===== src/rtl/spi_target.sv =====
// spi_target: byte-oriented, LSB-first SPI target with an 8-bit register bus and a level interrupt.
// Define SPI_TARGET_RXFIFO_EN for a 4-entry RX FIFO; the default build keeps a single RX byte register.
module spi_target (
    input  logic       clk,
    input  logic       reset_n,
    input  logic       spi_clk,
    input  logic       mosi,
    input  logic       cs_n,
    output logic       miso,
    output logic       miso_oe,
    output logic       interrupt,
    input  logic [2:0] reg_addr,
    input  logic [7:0] reg_data_in,
    output logic [7:0] reg_data_out,
    input  logic       reg_read,
    input  logic       reg_write
);
    typedef enum logic [1:0] {ST_IDLE, ST_LOAD, ST_SHIFT} state_e;

    logic [2:0] sclk_sync_q;
    logic [1:0] mosi_sync_q;
    logic [1:0] csn_sync_q;

    state_e     state_q;
    logic [2:0] bit_cnt_q;
    logic [7:0] rx_shift_q;
    logic [7:0] tx_shift_q;
    logic       miso_q;

    logic [7:0] tx_hold_q;
    logic       tx_full_q;
    logic       overrun_q;
    logic       underrun_q;
    logic [3:0] ien_q;
    logic       cpol_q;
    logic       cpha_q;
    logic       irq_q;

    logic       sclk_rise, sclk_fall, lead_edge, trail_edge, sample_edge, drive_edge;
    logic       push_req, push_ok, pop, load_now;
    logic       tx_wr, stat_wr, cfg_wr;
    logic [7:0] push_data, tx_load_byte, rx_head;
    logic       rx_valid, rx_full;
    logic [3:0] pending;

    always_ff @(posedge clk or negedge reset_n) begin
        if (!reset_n) begin
            sclk_sync_q <= '0;
            mosi_sync_q <= '0;
            csn_sync_q  <= 2'b11;
        end else begin
            sclk_sync_q <= {sclk_sync_q[1:0], spi_clk};
            mosi_sync_q <= {mosi_sync_q[0], mosi};
            csn_sync_q  <= {csn_sync_q[0], cs_n};
        end
    end

    assign sclk_rise   = sclk_sync_q[1] & ~sclk_sync_q[2];
    assign sclk_fall   = ~sclk_sync_q[1] & sclk_sync_q[2];
    assign lead_edge   = cpol_q ? sclk_fall : sclk_rise;
    assign trail_edge  = cpol_q ? sclk_rise : sclk_fall;
    assign sample_edge = cpha_q ? trail_edge : lead_edge;
    assign drive_edge  = cpha_q ? lead_edge : trail_edge;

    // State tracks the synchronised cs_n exactly, so csn_sync_q[0] is its next value.
    assign push_req  = (state_q == ST_SHIFT) && !csn_sync_q[0] && sample_edge && (bit_cnt_q == 3'd7);
    assign push_data = {mosi_sync_q[1], rx_shift_q[7:1]};
    assign load_now  = ((state_q == ST_LOAD) && !csn_sync_q[0]) || push_req;

    assign tx_wr   = reg_write && (reg_addr == 3'd0);
    assign stat_wr = reg_write && (reg_addr == 3'd1);
    assign cfg_wr  = reg_write && (reg_addr == 3'd2);
    assign pop     = reg_read && (reg_addr == 3'd0) && rx_valid;
    assign push_ok = push_req && (!rx_full || pop);

    assign tx_load_byte = tx_full_q ? tx_hold_q : (tx_wr ? reg_data_in : 8'hFF);

    always_ff @(posedge clk or negedge reset_n) begin
        if (!reset_n) begin
            state_q    <= ST_IDLE;
            bit_cnt_q  <= '0;
            rx_shift_q <= '0;
            tx_shift_q <= 8'hFF;
            miso_q     <= 1'b1;
        end else if (csn_sync_q[0]) begin
            state_q   <= ST_IDLE;
            bit_cnt_q <= '0;
            miso_q    <= 1'b1;
        end else begin
            case (state_q)
                ST_IDLE: state_q <= ST_LOAD;
                ST_LOAD: begin
                    state_q    <= ST_SHIFT;
                    tx_shift_q <= tx_load_byte;
                    if (!cpha_q) miso_q <= tx_load_byte[0];
                end
                ST_SHIFT: begin
                    if (sample_edge) begin
                        rx_shift_q <= push_data;
                        bit_cnt_q  <= bit_cnt_q + 3'd1;
                        if (bit_cnt_q == 3'd7) begin
                            tx_shift_q <= tx_load_byte;
                            if (!cpha_q) miso_q <= tx_load_byte[0];
                        end
                    end else if (drive_edge) begin
                        // bit_cnt counts samples taken, so it already indexes the next bit to drive.
                        miso_q <= tx_shift_q[bit_cnt_q];
                    end
                end
                default: state_q <= ST_IDLE;
            endcase
        end
    end

`ifdef SPI_TARGET_RXFIFO_EN
    logic [7:0] rx_mem_q [4];
    logic [1:0] rx_wr_ptr_q, rx_rd_ptr_q;
    logic [2:0] rx_count_q;

    always_ff @(posedge clk or negedge reset_n) begin
        if (!reset_n) begin
            rx_wr_ptr_q <= '0;
            rx_rd_ptr_q <= '0;
            rx_count_q  <= '0;
        end else begin
            if (push_ok) rx_wr_ptr_q <= rx_wr_ptr_q + 2'd1;
            if (pop)     rx_rd_ptr_q <= rx_rd_ptr_q + 2'd1;
            rx_count_q <= rx_count_q + 3'(push_ok) - 3'(pop);
        end
    end

    // NOTE: storage array has no reset; the count and pointers alone decide what is valid.
    always_ff @(posedge clk) begin
        if (push_ok) rx_mem_q[rx_wr_ptr_q] <= push_data;
    end

    assign rx_valid = (rx_count_q != 3'd0);
    assign rx_full  = (rx_count_q == 3'd4);
    assign rx_head  = rx_mem_q[rx_rd_ptr_q];
`else
    logic [7:0] rx_data_q;
    logic       rx_valid_q;

    always_ff @(posedge clk or negedge reset_n) begin
        if (!reset_n) begin
            rx_data_q  <= '0;
            rx_valid_q <= 1'b0;
        end else if (push_ok) begin
            rx_data_q  <= push_data;
            rx_valid_q <= 1'b1;
        end else if (pop) begin
            rx_valid_q <= 1'b0;
        end
    end

    assign rx_valid = rx_valid_q;
    assign rx_full  = rx_valid_q;
    assign rx_head  = rx_data_q;
`endif

    assign pending = ien_q & {overrun_q, underrun_q, ~tx_full_q, rx_valid};

    // Flag sets are written after the clears so a set wins a same-cycle collision.
    always_ff @(posedge clk or negedge reset_n) begin
        if (!reset_n) begin
            tx_hold_q  <= '0;
            tx_full_q  <= 1'b0;
            overrun_q  <= 1'b0;
            underrun_q <= 1'b0;
            ien_q      <= '0;
            cpol_q     <= 1'b0;
            cpha_q     <= 1'b0;
            irq_q      <= 1'b0;
        end else begin
            if (load_now && tx_full_q) tx_full_q <= 1'b0;
            if (tx_wr) begin
                tx_hold_q <= reg_data_in;
                if (!(load_now && !tx_full_q)) tx_full_q <= 1'b1;
            end
            if (stat_wr && reg_data_in[3]) overrun_q <= 1'b0;
            if (push_req && !push_ok)      overrun_q <= 1'b1;
            if (stat_wr && reg_data_in[2]) underrun_q <= 1'b0;
            if (load_now && !tx_full_q && !tx_wr) underrun_q <= 1'b1;
            if (cfg_wr) begin
                ien_q  <= reg_data_in[7:4];
                cpol_q <= reg_data_in[1];
                cpha_q <= reg_data_in[0];
            end
            irq_q <= |pending;
        end
    end

    always_comb begin
        // NOTE: default assignment first keeps this block free of latches.
        reg_data_out = 8'h00;
        case (reg_addr)
            3'd0:    reg_data_out = rx_valid ? rx_head : 8'h00;
            3'd1:    reg_data_out = {3'b000, rx_full, overrun_q, underrun_q, ~tx_full_q, rx_valid};
            3'd2:    reg_data_out = {ien_q, 2'b00, cpol_q, cpha_q};
            3'd3:    reg_data_out = {4'b0000, pending};
            default: reg_data_out = 8'h00;
        endcase
    end

    assign miso      = miso_q;
    assign miso_oe   = ~csn_sync_q[1];
    assign interrupt = irq_q;

endmodule


===== config.mk =====
export PLATFORM = sky130hd
export DESIGN_NAME = spi_target
export DESIGN_NICKNAME = d
export VERILOG_FILES = /design/src/rtl/spi_target.sv
export SDC_FILE = /design/constraint.sdc
export NUM_CORES = 1
export LEC_CHECK = 0
export CORE_UTILIZATION = 38
export DETAILED_ROUTE_END_ITERATION = 8
export GPL_ROUTABILITY_DRIVEN = 1
export SYNTH_ARGS = -nofsm -noshare
export SYNTH_HDL_FRONTEND = slang
export SYNTH_SLANG_ARGS = --single-unit

===== constraint.sdc =====
create_clock -name clk -period 2.8 [get_ports clk]
set_input_delay 0.84 -clock clk [delete_from_list [all_inputs] [get_ports clk]]
set_output_delay 0.84 -clock clk [all_outputs]
set_load 0.02 [all_outputs]

# --- Word level (Yosys, flattened, before mapping) ---
# Index checks and enable logic that the tools add are counted.
word_totals:
  reg_bits: 56
  in_bits: 18
  output_inout_bits: 11
  elab_cells: 109
op_classes:
  addsub: 1
  order_cmp: 1
  n_eq_ne: 11
  muxes: 33
  n_bitwise: 8
  n_reduce_logical: 37
op_table:
  columns: ["operator", "n"]
  rows:
  - ["8-bit two-way mux", 5]
  - ["8-bit case mux with 4 select lines", 1]
  - ["1-bit two-way mux", 19]
  - ["1-bit logical AND", 16]
  - ["8-bit case mux with 2 select lines", 1]
  - ["2-bit nonzero test", 6]
  - ["3-bit two-way mux", 3]
  - ["3-bit by 2-bit == test with 1-bit output, second input constant", 2]
  - ["2-bit case mux with 3 select lines", 1]
  - ["3-bit AND reduction", 2]
  - ["1-bit logical NOT", 5]
  - ["1-bit inverter", 5]
  - ["4-bit AND", 1]
  - ["3-bit by 4-bit < comparator with 1-bit output, second input constant", 1]
  - ["2-bit inequality test, second input constant", 2]
  - ["4-bit by 3-bit inequality test with 1-bit output, second input constant", 1]
  - ["4-bit inequality test, second input constant", 1]
  - ["4-bit AND reduction", 1]
  - ["4-bit OR reduction", 1]
  - ["3-bit by 1-bit adder with 3-bit output, second input constant", 1]
  - ["1-bit binary-select mux with 3-bit select", 1]
  - ["3-bit by 1-bit == test with 1-bit output, second input constant", 1]
  - ["3-bit == test, second input constant", 1]
  - ["3-bit logical NOT", 1]
  - ["10 further kinds", 12]

# --- Logic depth before layout (Yosys ltp) ---
depth:
  depth_word: 11
  depth_mapped: 7
  mapped_depth_nobuf: 5

# --- Worst setup path after synthesis ---
# Ideal clock, no wire load.
synth_path:
  kind: "input to output"
  from: "input reg_addr[1]"
  to: "output reg_data_out[1]"
  arrival_time_ns: 1.751
  setup_slack_ns: 0.209
  cell_stages: 4
  cell_sequence: "clkbuf_1 -> nor2b_1 -> a32oi_1 -> o2bb2ai_1"
synth_between:
  elab_chain_cells: 2
  word_cells_on_any_way: 5
  classes_between: "3 x eq/ne; 1 x mux; 1 x reduce/logical"
synth_rtl:
  columns: ["item", "line", "source"]
  rows:
  - ["start, declared", "12", "input logic [2:0] reg_addr,"]
  - ["3-bit by 2-bit == test with 1-bit output (tied with other cells)", "196", "case (reg_addr)"]
  - ["8-bit case mux with 4 select lines (*)", "196", null]
  - ["end, declared", "14", "output logic [7:0] reg_data_out,"]
# Every way passes the cells marked *; elsewhere a longest branch is shown, timed or not.

# --- Worst setup path after layout ---
layout_path:
  from: "input reg_addr[2]"
  to: "output reg_data_out[1]"
# Same word-level chain as after synthesis.

==> results.json <==
{
  "htree_levels": 2,
  "root_buffer": "clkbuf_8",
  "grt_util_all_layers_pct": 16.5,
  "power_density_nw_per_um2": 617,
  "cts_tree": "built",
  "drive_above_1_share_pct": 34.5,
  "cts.sinks": 55,
  "total_leakage_power_nw": 1.36,
  "yosysTopAreaCellShare_pct": 43.5,
  "synth_edf_count": 0,
  "worstPathMaxFanout": 3,
  "cpPeakStageDelay_ns": 0.27,
  "seq_area_frac_synth_pct": 54.9,
  "crit_type": "in2out",
  "diodes": 0,
  "cts_buffer_depth": 2,
  "end_kind": "primary output",
  "drt_iter0_markers": 73,
  "die_area_um2": 6990,
  "antenna_found_initial": 0,
  "hpwl_mm": 3.76,
  "syn_area_per_cell_um2": 11.8,
  "post_cts_buffers": 0,
  "num_vias": 1723,
  "core-area_um2": 6390,
  "final_area_um2": 3090,
  "drc_errors": 0,
  "numCtsBuffers": 5,
  "wl_mm": 5.14,
  "cp-startpoint": "reg_addr[2]",
  "cp-start-kind": "primary input",
  "globalRouteOverflowTotal": 0,
  "place.gp.congestion": 0.849,
  "die-height_um": 83.6,
  "clk_latency_ns": 0.30,
  "cap_violations": 0,
  "finalCritPeriodShare_pct": 93.0,
  "synth_async_sr_flop_share_pct": 100,
  "fin_crit_ns": 2.60,
  "netlist-cell-type-count": 38,
  "fp-row-count": 29,
  "ant_nets": 0,
  "grt_max_degree": 35,
  "clock_skew_ns": 0.00891,
  "area_growth_pct": 22.1,
  "yosysTopAreaCell": "dfrtp_1",
  "via_per_inst": 5.14,
  "yosys_most_used_dff": "dfrtp_1",
  "cts_hold_buf": 0,
  "wl_per_cell_um": 15.3,
  "status": "finished, final reports clean",
  "drv_slew": 0,
  "nets": 277,
  "slew_headroom_pct": 63.4,
  "dr.pass1.iters": 4,
  "worstHoldStart": "mosi_sync_q[0]",
  "arrival_ns": 1.76,
  "critPathSlowestCell": "dlygate4sd2_1",
  "grt_pass1_vias": 1766,
  "final_util_pct": 48.4,
  "hold_viol": 0,
  "rrSetupSlack_ns": 0.67,
  "synth_nets": 234,
  "synthMostInstantiatedCell": "dfrtp_1",
  "syn_inst": 214,
  "synth_area_leaders": "dfrtp_1 44%, mux2_2 16%, dfstp_2 11%",
  "clk_pin_slew_worst_paths_ns": 0.09,
  "synth_area_um2": 2530,
  "die_x_um": 83.6,
  "irDropWorstVdd_v": 0.000315,
  "yosys_warnings": 0,
  "start_util_pct": 39.6,
  "cp.required_ns": 1.96,
  "ys_ff_latch": 55,
  "tightestPinTransition_ns": 0.549,
  "timing.rr.start": "cpha_q",
  "synthTopCellsByCount": "44 x dfrtp_1, 36 x mux2_2, 22 x nand2_1",
  "placed_area_um2": 3010,
  "grt_pass1_wl_mm": 9.05,
  "grt_setup_unrepaired": "false",
  "portBuffers": 28,
  "path_cells": "dlygate4sd2_1 -> nor3_2 -> and2_4 -> o2bb2ai_1 -> buf_4",
  "hp-class": "reg2reg",
  "ios": 29,
  "fmax_mhz": 384,
  "setup_violations": 0
}
-- layout make-up --
| type | instances | area (um^2) |
|---|---|---|
| Tap cell | 77 | 96.3 |
| Inverter | 4 | 15.0 |
| Clock inverter | 1 | 5.00 |
| Sequential cell | 55 | 1390 |
| Timing Repair Buffer | 46 | 424 |
| Clock buffer | 7 | 76.3 |
| Multi-Input combinational cell | 145 | 1080 |
| Fill cell | 607 | 3300 |
-- power by group --
group / total, mW / switching (mW) / leakage, nW / internal (mW)
clock: 0.420 / 0.244 / 0.0422 / 0.176
sequential: 1.06 / 0.0918 / 0.681 / 0.970
combinational: 0.425 / 0.193 / 0.640 / 0.232
total: 1.91 / 0.528 / 1.36 / 1.38
-- cells in the final DEF (no fill, tap or decap), types with 4 or more instances in the layout --
master	count
dfrtp_1	44
mux2_2	36
nand2_1	22
o21ai_0	17
clkdlybuf4s50_1	16
nor2_1	15
buf_4	14
dfstp_2	11
a21oi_1	8
nor3_1	6
nand2b_1	5
clkbuf_8	5
a22oi_1	4
inv_1	4
buf_2	4
-- sequential cells by signal (all words and copies together), names as in the netlist, 2 cells and up --
register and count:
csn_sync_q 2, tx_hold_q 8, rx_data_q 8, ien_q 4
bit_cnt_q 3, mosi_sync_q 2, tx_shift_q 8, state_q 2
sclk_sync_q 3, rx_shift_q 7
-- cell families after synthesis --
logic type                 count (synthesis)  synth area share (%)
and+or+nand+nor                           62                  12.1
adders and majority gates                  2                 0.989
AOI/OAI and AO/OA                         38                  9.25
buffers and inverters                     14                  2.87
DFF                                       55                  54.9
muxes                                     41                  19.2
xor gates and xnor gates                   2                 0.693
-- critical path, delay by kind of cell --
| family | cells | cell delay, ns |
|---|---|---|
| AOI/OAI and AO/OA | 1 | 0.13 |
| buffers and inverters | 2 | 0.44 |
| and+or+nand+nor | 2 | 0.35 |
-- path summary, 6_finish.rpt --
| check | endpoint | cells after the start |
|---|---|---|
| worst max-delay path | reg_data_out[1] | 5 |
| min in group asynchronous | state_q[0] | 1 |
| max in group asynchronous | tx_shift_q[6] | 2 |
| worst min-delay path | mosi_sync_q[1] | 0 |
| worst min register to register | mosi_sync_q[1] | 0 |
| worst max register to register | rx_data_q[2] | 6 |
-- routing by layer --
layer	track usage, %	vias up	part of all wire, %
li1	-	842	-
met1	24.1	841	49
met2	24.9	36	46
met3	3.66	4	4.5
met4	4.16	0	0.82
met5	0	-	0
-- metrics by stage --
stage | hold WS, ns | TNS, ns | worst slack [ns] | cells | total power, mW
2_1_floorplan | 0.331 | 0 | 0.209 | 214 | 1.34
3_3_place_gp | 0.334 | -6.30 | -0.596 | 326 | 1.50
3_5_place_dp | 0.336 | -7.36 | -0.712 | 326 | 1.51
4_1_cts | 0.357 | 0 | 0.00550 | 335 | 1.93
5_1_grt | 0.374 | 0 | 0.0934 | 335 | 2.02
6_report | 0.354 | 0 | 0.197 | 335 | 1.91
-- timing repair --
item	4_1_cts	5_1_grt
gates resized for setup	32	5
pin swaps	1	0
setup endpoints to repair	8	5
cloned	1	0
(Power assumes the default switching activity.)
